### config.mk
export PLATFORM = sky130hd
export DESIGN_NAME = kb_scancode_decoder
export DESIGN_NICKNAME = d
export VERILOG_FILES = /design/src/rtl/kb_pkg.sv /design/src/rtl/kb_timeout_ctr.sv /design/src/rtl/kb_scancode_decoder.sv
export SDC_FILE = /design/constraint.sdc
export NUM_CORES = 1
export LEC_CHECK = 0
export BUFFER_PORTS_ARGS = -buffer_cell sky130_fd_sc_hd__buf_2
export CORE_MARGIN = 10
export CORE_UTILIZATION = 35
export DETAILED_ROUTE_END_ITERATION = 6
export PLACE_DENSITY = 0.51
export SLEW_MARGIN = 10
export SYNTH_ARGS = -nofsm -noshare
export SYNTH_HDL_FRONTEND = slang
export SYNTH_SLANG_ARGS = --single-unit
### constraint.sdc
create_clock -name clk -period 2.09 [get_ports clk]
set_input_delay 0.3135 -clock clk [delete_from_list [all_inputs] [get_ports clk]]
set_output_delay 0.3135 -clock clk [all_outputs]
set_load 0.05 [all_outputs]
### src/rtl/kb_pkg.sv
// Shared constants for the scan-code set 2 decoder.
// Covers byte codes, held-bit indices, FSM encoding and the control key map.
package kb_pkg;

    localparam logic [7:0] SC_EXT    = 8'hE0;
    localparam logic [7:0] SC_BRK    = 8'hF0;
    localparam logic [7:0] SC_BAT    = 8'hAA;
    localparam logic [7:0] SC_ACK    = 8'hFA;
    localparam logic [7:0] SC_PAUSE  = 8'hE1;
    localparam logic [7:0] SC_ECHO   = 8'hEE;
    localparam logic [7:0] SC_RESEND = 8'hFE;
    localparam logic [7:0] SC_ERR0   = 8'h00;
    localparam logic [7:0] SC_ERR1   = 8'hFF;

    // Extended (E0) arrow keys
    localparam logic [7:0] KC_E_LEFT  = 8'h6B;
    localparam logic [7:0] KC_E_RIGHT = 8'h74;
    localparam logic [7:0] KC_E_UP    = 8'h75;
    localparam logic [7:0] KC_E_DOWN  = 8'h72;
    // Plain WASD and space
    localparam logic [7:0] KC_A       = 8'h1C;
    localparam logic [7:0] KC_D       = 8'h23;
    localparam logic [7:0] KC_W       = 8'h1D;
    localparam logic [7:0] KC_S       = 8'h1B;
    localparam logic [7:0] KC_SPACE   = 8'h29;

    localparam int HELD_LEFT  = 0;
    localparam int HELD_RIGHT = 1;
    localparam int HELD_UP    = 2;
    localparam int HELD_DOWN  = 3;
    localparam int HELD_FIRE  = 4;
    localparam int HELD_W     = 5;

    typedef enum logic [1:0] {
        ST_IDLE    = 2'd0,
        ST_EXT     = 2'd1,
        ST_BRK     = 2'd2,
        ST_EXT_BRK = 2'd3
    } kb_state_t;

    // One-hot held mask for a decoded key; zero for unmapped keys.
    function automatic logic [HELD_W-1:0] key_mask(input logic ext, input logic [7:0] code);
        logic [HELD_W-1:0] m;
        m = '0;
        case ({ext, code})
            {1'b1, KC_E_LEFT},  {1'b0, KC_A}: m[HELD_LEFT]  = 1'b1;
            {1'b1, KC_E_RIGHT}, {1'b0, KC_D}: m[HELD_RIGHT] = 1'b1;
            {1'b1, KC_E_UP},    {1'b0, KC_W}: m[HELD_UP]    = 1'b1;
            {1'b1, KC_E_DOWN},  {1'b0, KC_S}: m[HELD_DOWN]  = 1'b1;
            {1'b0, KC_SPACE}:                 m[HELD_FIRE]  = 1'b1;
            default:                          m = '0;
        endcase
        return m;
    endfunction

endpackage

### src/rtl/kb_timeout_ctr.sv
// Inter-byte timeout: counts while enabled, pulses expire on the last cycle.
// Latency: expire is combinational from the count; no backpressure.
// Clear wins over expire; the count restarts whenever disabled.
module kb_timeout_ctr #(
    parameter int TIMEOUT_CYCLES = 2500000,
    parameter int CNT_W          = 22
) (
    input  logic clk,
    input  logic reset,
    input  logic clear,
    input  logic enable,
    output logic expire
);

    localparam logic [CNT_W-1:0] LAST = CNT_W'(TIMEOUT_CYCLES - 1);

    logic [CNT_W-1:0] cnt_q;

    assign expire = enable && !clear && (cnt_q == LAST);

    always_ff @(posedge clk) begin
        if (reset || clear || !enable || expire) begin
            cnt_q <= '0;
        end else begin
            cnt_q <= cnt_q + 1'b1;
        end
    end

endmodule

### src/rtl/kb_scancode_decoder.sv
// Scan-code set 2 sequence decoder with game-control held flags (KB_TYPEMATIC_FILTER_EN drops repeats).
// Latency: key event, held and fire_pulse register one cycle after the final byte strobe.
// No backpressure: every rx_done_tick byte is consumed in the cycle it arrives.
module kb_scancode_decoder
    import kb_pkg::*;
#(
    parameter int TIMEOUT_CYCLES = 2500000,
    parameter int CNT_W          = 22
) (
    input  logic              clk,
    input  logic              reset,
    input  logic [7:0]        rx_data,
    input  logic              rx_done_tick,
    output logic [7:0]        key_code,
    output logic              key_ext,
    output logic              key_break,
    output logic              key_valid,
    output logic [HELD_W-1:0] held,
    output logic              fire_pulse
);

    kb_state_t         state_q, state_d;
    logic              expire;
    logic              ev, ev_ext, ev_brk, clr_held;
    logic              report;
    logic [HELD_W-1:0] mask, held_next;

    kb_timeout_ctr #(
        .TIMEOUT_CYCLES (TIMEOUT_CYCLES),
        .CNT_W          (CNT_W)
    ) u_timeout (
        .clk    (clk),
        .reset  (reset),
        .clear  (rx_done_tick),
        .enable (state_q != ST_IDLE),
        .expire (expire)
    );

    always_ff @(posedge clk) begin
        if (reset) begin
            state_q <= ST_IDLE;
        end else begin
            state_q <= state_d;
        end
    end

    // A strobe in the expiry cycle is decoded in the old state.
    always_comb begin
        state_d  = state_q;
        ev       = 1'b0;
        ev_ext   = 1'b0;
        ev_brk   = 1'b0;
        clr_held = 1'b0;
        if (rx_done_tick) begin
            case (state_q)
                ST_IDLE: begin
                    if (rx_data == SC_EXT) begin
                        state_d = ST_EXT;
                    end else if (rx_data == SC_BRK) begin
                        state_d = ST_BRK;
                    end else if (rx_data == SC_BAT) begin
                        clr_held = 1'b1;
                    end else if (rx_data == SC_PAUSE || rx_data == SC_ACK || rx_data == SC_ECHO ||
                                 rx_data == SC_RESEND || rx_data == SC_ERR0 || rx_data == SC_ERR1) begin
                        state_d = ST_IDLE;
                    end else begin
                        ev = 1'b1;
                    end
                end
                ST_EXT: begin
                    if (rx_data == SC_BRK) begin
                        state_d = ST_EXT_BRK;
                    end else if (rx_data != SC_EXT) begin
                        ev      = 1'b1;
                        ev_ext  = 1'b1;
                        state_d = ST_IDLE;
                    end
                end
                ST_BRK: begin
                    state_d = ST_IDLE;
                    if (rx_data != SC_EXT && rx_data != SC_BRK) begin
                        ev     = 1'b1;
                        ev_brk = 1'b1;
                    end
                end
                default: begin
                    state_d = ST_IDLE;
                    if (rx_data != SC_EXT && rx_data != SC_BRK) begin
                        ev     = 1'b1;
                        ev_ext = 1'b1;
                        ev_brk = 1'b1;
                    end
                end
            endcase
        end else if (expire) begin
            state_d = ST_IDLE;
        end
    end

    assign mask      = key_mask(ev_ext, rx_data);
    assign held_next = ev_brk ? (held & ~mask) : (held | mask);

`ifdef KB_TYPEMATIC_FILTER_EN
    // A make for a key already held is a typematic repeat.
    assign report = ev && !(!ev_brk && |(mask & held));
`else
    assign report = ev;
`endif

    always_ff @(posedge clk) begin
        if (reset) begin
            key_code   <= '0;
            key_ext    <= 1'b0;
            key_break  <= 1'b0;
            key_valid  <= 1'b0;
            held       <= '0;
            fire_pulse <= 1'b0;
        end else begin
            key_valid  <= report;
            fire_pulse <= report && !ev_brk && mask[HELD_FIRE];
            if (report) begin
                key_code  <= rx_data;
                key_ext   <= ev_ext;
                key_break <= ev_brk;
            end
            if (clr_held) begin
                held <= '0;
            end else if (ev) begin
                held <= held_next;
            end
        end
    end

endmodule

# Word-level counts from Yosys, hierarchy flattened
# Index checks and enable logic that the tools add are counted.
# word_totals
register_bits	41
word_cells	98
output_inout_bits	17
input_bits	11
# op_classes
eq_ne	25
n_mux	33
reduce_logical	28
n_addsub	1
n_bitwise	3
# op_table
op	n
equality test 8 bit (second input constant)	8
equality test 9 bit (second input constant)	4
equality test 9 x 5 -> 1 bit (second input constant)	3
adder 22 x 1 -> 22 bit (second input constant)	1
equality test 22 bit (second input constant)	1
two-way mux 1 bit	21
equality test 9 x 6 -> 1 bit (second input constant)	2
two-way mux 2 bit	8
inequality test 8 bit (second input constant)	2
OR reduction 2 bit	7
inequality test 5 bit (second input constant)	2
logical NOT 8 bit	1
logical OR 1 bit	8
bitwise AND 5 bit	1
logical AND 1 bit	5
two-way mux 5 bit	1
inverter 5 bit	1
bitwise OR 5 bit	1
inequality test 4 bit (second input constant)	1
case mux 1 bit (2 select lines)	2
case mux 2 bit (2 select lines)	1
AND reduction 4 bit	1
nonzero test 2 bit	2
logical NOT 1 bit	3
3 further kinds	3

# Depth between registers and ports, before layout
# logic_depth
ltp_word	14
ltp_mapped	7
ltp_nobuf	6

# Cells and area by module
# A second synthesis with hierarchy kept.
# unflattened
cells_unflattened	250
area_unflattened_um2	2175.8
# by_module_without_submodules
module	seq_area_each_um2	cells_each	n_inst	area_per_inst_um2
kb_scancode_decoder	380.4	128	1	1141.1
kb_timeout_ctr	440.4	122	1	1034.7

# Worst setup path before layout
# No wires, ideal clock.
# synth_timing
kind	input-to-reg
start	input rx_data[6]
end	register key_break
arrival_time_ps	1702
stages	7
required_ps	1962
setup_time_ps	128
path_buffers	2
slack_ps	260
path_cell_list	clkbuf_1 > nand4_1 > a31oi_1 > o41ai_4 > buf_6 > mux2i_1 > nor2_1
# synth_via
elab_chain_len	12
word_cells_on_any_way	28
classes_between	eq/ne (10); mux (11); reduce/logical (7)
# synth_rtl
element	line_no	source
from (decl)	kb_scancode_decoder.sv:12	input logic [7:0] rx_data,
equality test 8 bit	kb_scancode_decoder.sv:63	end else if (rx_data == SC_PAUSE || rx_data == SC_ACK || rx_data == SC_ECHO ||
logical OR 1 bit (3 in series)	kb_scancode_decoder.sv:63	
logical OR 1 bit (2 in series)	kb_scancode_decoder.sv:64	rx_data == SC_RESEND || rx_data == SC_ERR0 || rx_data == SC_ERR1) begin
two-way mux 1 bit	kb_scancode_decoder.sv:63	
two-way mux 1 bit	kb_scancode_decoder.sv:61	end else if (rx_data == SC_BAT) begin
two-way mux 1 bit	kb_scancode_decoder.sv:59	end else if (rx_data == SC_BRK) begin
two-way mux 1 bit	kb_scancode_decoder.sv:57	if (rx_data == SC_EXT) begin
case mux 1 bit (2 select lines)	kb_scancode_decoder.sv:55	case (state_q)
two-way mux 1 bit	kb_scancode_decoder.sv:54	if (rx_done_tick) begin
to (signal assigned)	kb_scancode_decoder.sv:124	key_break <= ev_brk;
to (decl)	kb_scancode_decoder.sv:16	output logic key_break,
# Several ways; a longest one is shown, not always the timed one.
# A chain may end at the register's enable or synchronous reset.

# Worst setup path in the final report
# layout_timing
start	register u_timeout.cnt_q[12]
end	register u_timeout.cnt_q[6]
# layout_via
elab_chain_len	3
# layout_rtl
element	line_no	source
from (decl)	kb_timeout_ctr.sv:17	logic [CNT_W-1:0] cnt_q;
from (signal assigned)	kb_timeout_ctr.sv:25	cnt_q <= cnt_q + 1'b1;
equality test 22 bit	kb_timeout_ctr.sv:19	assign expire = enable && !clear && (cnt_q == LAST);
logical AND 1 bit	kb_timeout_ctr.sv:19	
logical OR 1 bit	kb_timeout_ctr.sv:22	if (reset || clear || !enable || expire) begin
# No other way between the ends.

==> results_dict.tcl <==
set metrics [dict create \
    synth_cell_types 50 \
    first_pass_iters 4 \
    power_density_nw_per_um2 634.9 \
    gp_congestion 0.8590 \
    cp.arrival_ps 2120 \
    grt_usage_pct 10.71 \
    maxSlewHeadroom_pct 61.64 \
    htree_num_levels 2 \
    finalSetupViolations 0 \
    worstPathMaxFanout 16 \
    async_reset_ff_share_pct 0 \
    reg2reg_depth 6 \
    ctsResizeCount 0 \
    clock-sinks 41 \
    synth_edf_count 0 \
    synth_seq_area_share_pct 39.64 \
    period_share_pct 91.93 \
    clk_path_buf_depth 2 \
    syn_inst 233 \
    cap_violations 0 \
    synth_area_um2 2071 \
    initial_core_util_pct 36.93 \
    cts_tree "built" \
    port_buffers 27 \
    wl_per_cell_um 14.31 \
    wl_um 5108 \
    antenna_found_initial 0 \
    yosys.area.top_type_share_pct 39.64 \
    synth_largest_area_cell "dfxtp_1" \
    reg2reg_from "u_timeout.cnt_q[12]" \
    grt_first_pass_wirelength_um 8749 \
    die_w_um 96.92 \
    grt_pass1_vias 1728 \
    fin_crit_ps 1921 \
    drive_above_1_share_pct 24.56 \
    drc 0 \
    post-place-ws_ps -256.0 \
    synth_nets 245 \
    vias_per_cell 5.120 \
    clock_latency_ps 300 \
    fmax_mhz 520.5 \
    peakVddDrop_v 0.0003591 \
    ys_warn_count 0 \
    path_class "flip-flop to flip-flop" \
    power.leakage_nw 1.003 \
    start_kind "flip-flop" \
    hold_path_class "primary input to flip-flop" \
    finalNetCount 296 \
    fp-row-count 27 \
    via_count 1828 \
    r2r-end "u_timeout.cnt_q[6]" \
    endpoint "u_timeout.cnt_q[6]" \
    num_antenna_cells 0 \
    ys.flop_type "dfxtp_1" \
    yosys-top-cells-area "dfxtp_1 40%, nor2_1 7.1%, xor2_1 5.9%" \
    cts_buffers 5 \
    hold_violations 0 \
    place_hpwl_um 3812 \
    rsz0062_at_grt "no" \
    crit_start "u_timeout.cnt_q[12]" \
    boundaryPins 28 \
    cts-root-buf "clkbuf_8" \
    overflow 0 \
    slew_viol_final 0 \
    timing.final.ws_setup_ps 168.6 \
    worstMarginPinSlew_ps 574.2 \
    grt_start_max_net_pins 18 \
    fillers 570 \
    outcome "completed" \
    rrSetupSlack_ps 170 \
    core_area_um2 5608 \
    syn2layout_area_growth_pct 24.65 \
    drt_iter0_drc 65 \
    post-route-util_pct 46.03 \
    ant_nets 0 \
    path_clk_slew_ps 80 \
    dieArea_um2 9393 \
    required_ps 2290 \
    synth_seq_cells 41 \
    synth.avg_cell_area_um2 8.887 \
    clock_skew_ps 4.984 \
    cp-end-kind "flip-flop" \
    die_height_um 96.92 \
]
## cell usage in the layout (no fill, tap or decap), drive strengths merged, types with 3 or more instances in the layout
cell type  count
o41ai          3
nor2          39
clkbuf         5
inv            3
xnor2          6
mux2i          9
nor3           6
nand4          8
nand2         13
and2           3
nand4b         4
nor4           4
and3           8
xor2          14
or4            4
a21oi          7
buf           57
dfxtp         41
nand3         15
## worst min path at each step
stage / start / to / slack, ps / depth (start not counted)
floorplan: reset / state_q[0] / 380 / 1
global placement: key_ext / key_ext / 440 / 2
detailed placement: key_ext / key_ext / 440 / 2
CTS: rx_data[0] / key_code[0] / 350 / 3
global route: rx_data[0] / key_code[0] / 380 / 3
finish: rx_data[0] / key_code[0] / 360 / 3
## timing repair
action | 4_1_cts | 5_1_grt
setup endpoints to repair | 0 | 12
hold buffers | 0 | 0
hold endpoints to repair | 0 | 0
setup buffers | 0 | 1
## stage by stage
step	TNS [ps]	hold slack [ps]	instance area [µm²]	power (mW)	cells
floorplan	0	382.6	2071	0.9349	233
global placement	-2203	439.1	2446	0.9947	348
global route	0	383.7	2581	1.710	357
detailed placement	-2633	444.8	2446	0.9952	348
CTS	0	348.0	2561	1.658	356
finish	0	359.5	2581	1.639	357
## critical path, cell delays in order, from the launching register on
cell and delay (ps):
dfxtp_1 340, or4_1 520, nor4_1 290, a41oi_1 260, nand2_1 210, buf_12 160, nor2_1 50
## synth_stat cells, drive strengths merged (2+ instances only)
cell type,count
a211oi,2
a21oi,7
a311oi,2
a31oi,2
and2,3
and3,8
buf,10
clkbuf,3
dfxtp,41
inv,3
mux2i,9
nand2,13
nand3,15
nand3b,2
nand4,8
nand4b,4
nor2,39
nor2b,2
nor3,6
nor4,4
nor4b,2
o21ai,2
o41ai,3
or4,4
or4b,2
xnor2,6
xor2,14
## routing by layer
metal / track usage (%) / vias to the layer above / share of wire [%]
met5: 0 / - / 0
met4: 2.818 / 0 / 0.92
met3: 2.981 / 5 / 3.5
met2: 15.49 / 31 / 42
met1: 15.01 / 845 / 54
li1: - / 947 / -
## power breakdown
part / internal, mW / switching [mW] / leakage [nW]
logic: 0.0715 / 0.114 / 0.616
registers: 0.792 / 0.00469 / 0.332
clock network: 0.358 / 0.300 / 0.0543
total: 1.22 / 0.418 / 1.00
## cell type report
type                    instances  area, µm²  area share, %
clock buffers                   5      68.82          2.666
clock inverters                 3      46.29          1.794
inverters                       3      11.26         0.4363
multi-input cells             176       1146          44.40
flip-flops and latches         41      820.8          31.80
well taps                      72      90.09          3.490
repair buffers                 57      397.9          15.41
## cell families (layout without fill, tap and decap cells)
kind of cell	after synthesis	after routing	synth area share [%]
AND/OR/NAND/NOR	119	119	31.24
AO/OA/AOI/OAI	27	27	10.70
adder cells (fa/ha/maj)	1	1	0.6041
flip-flops	41	41	39.64
XOR/XNOR	20	20	8.459
multiplexers	9	9	4.351
buffers and inverters	16	68	5.015
No activity file was read; power rests on OpenSTA's default activity.
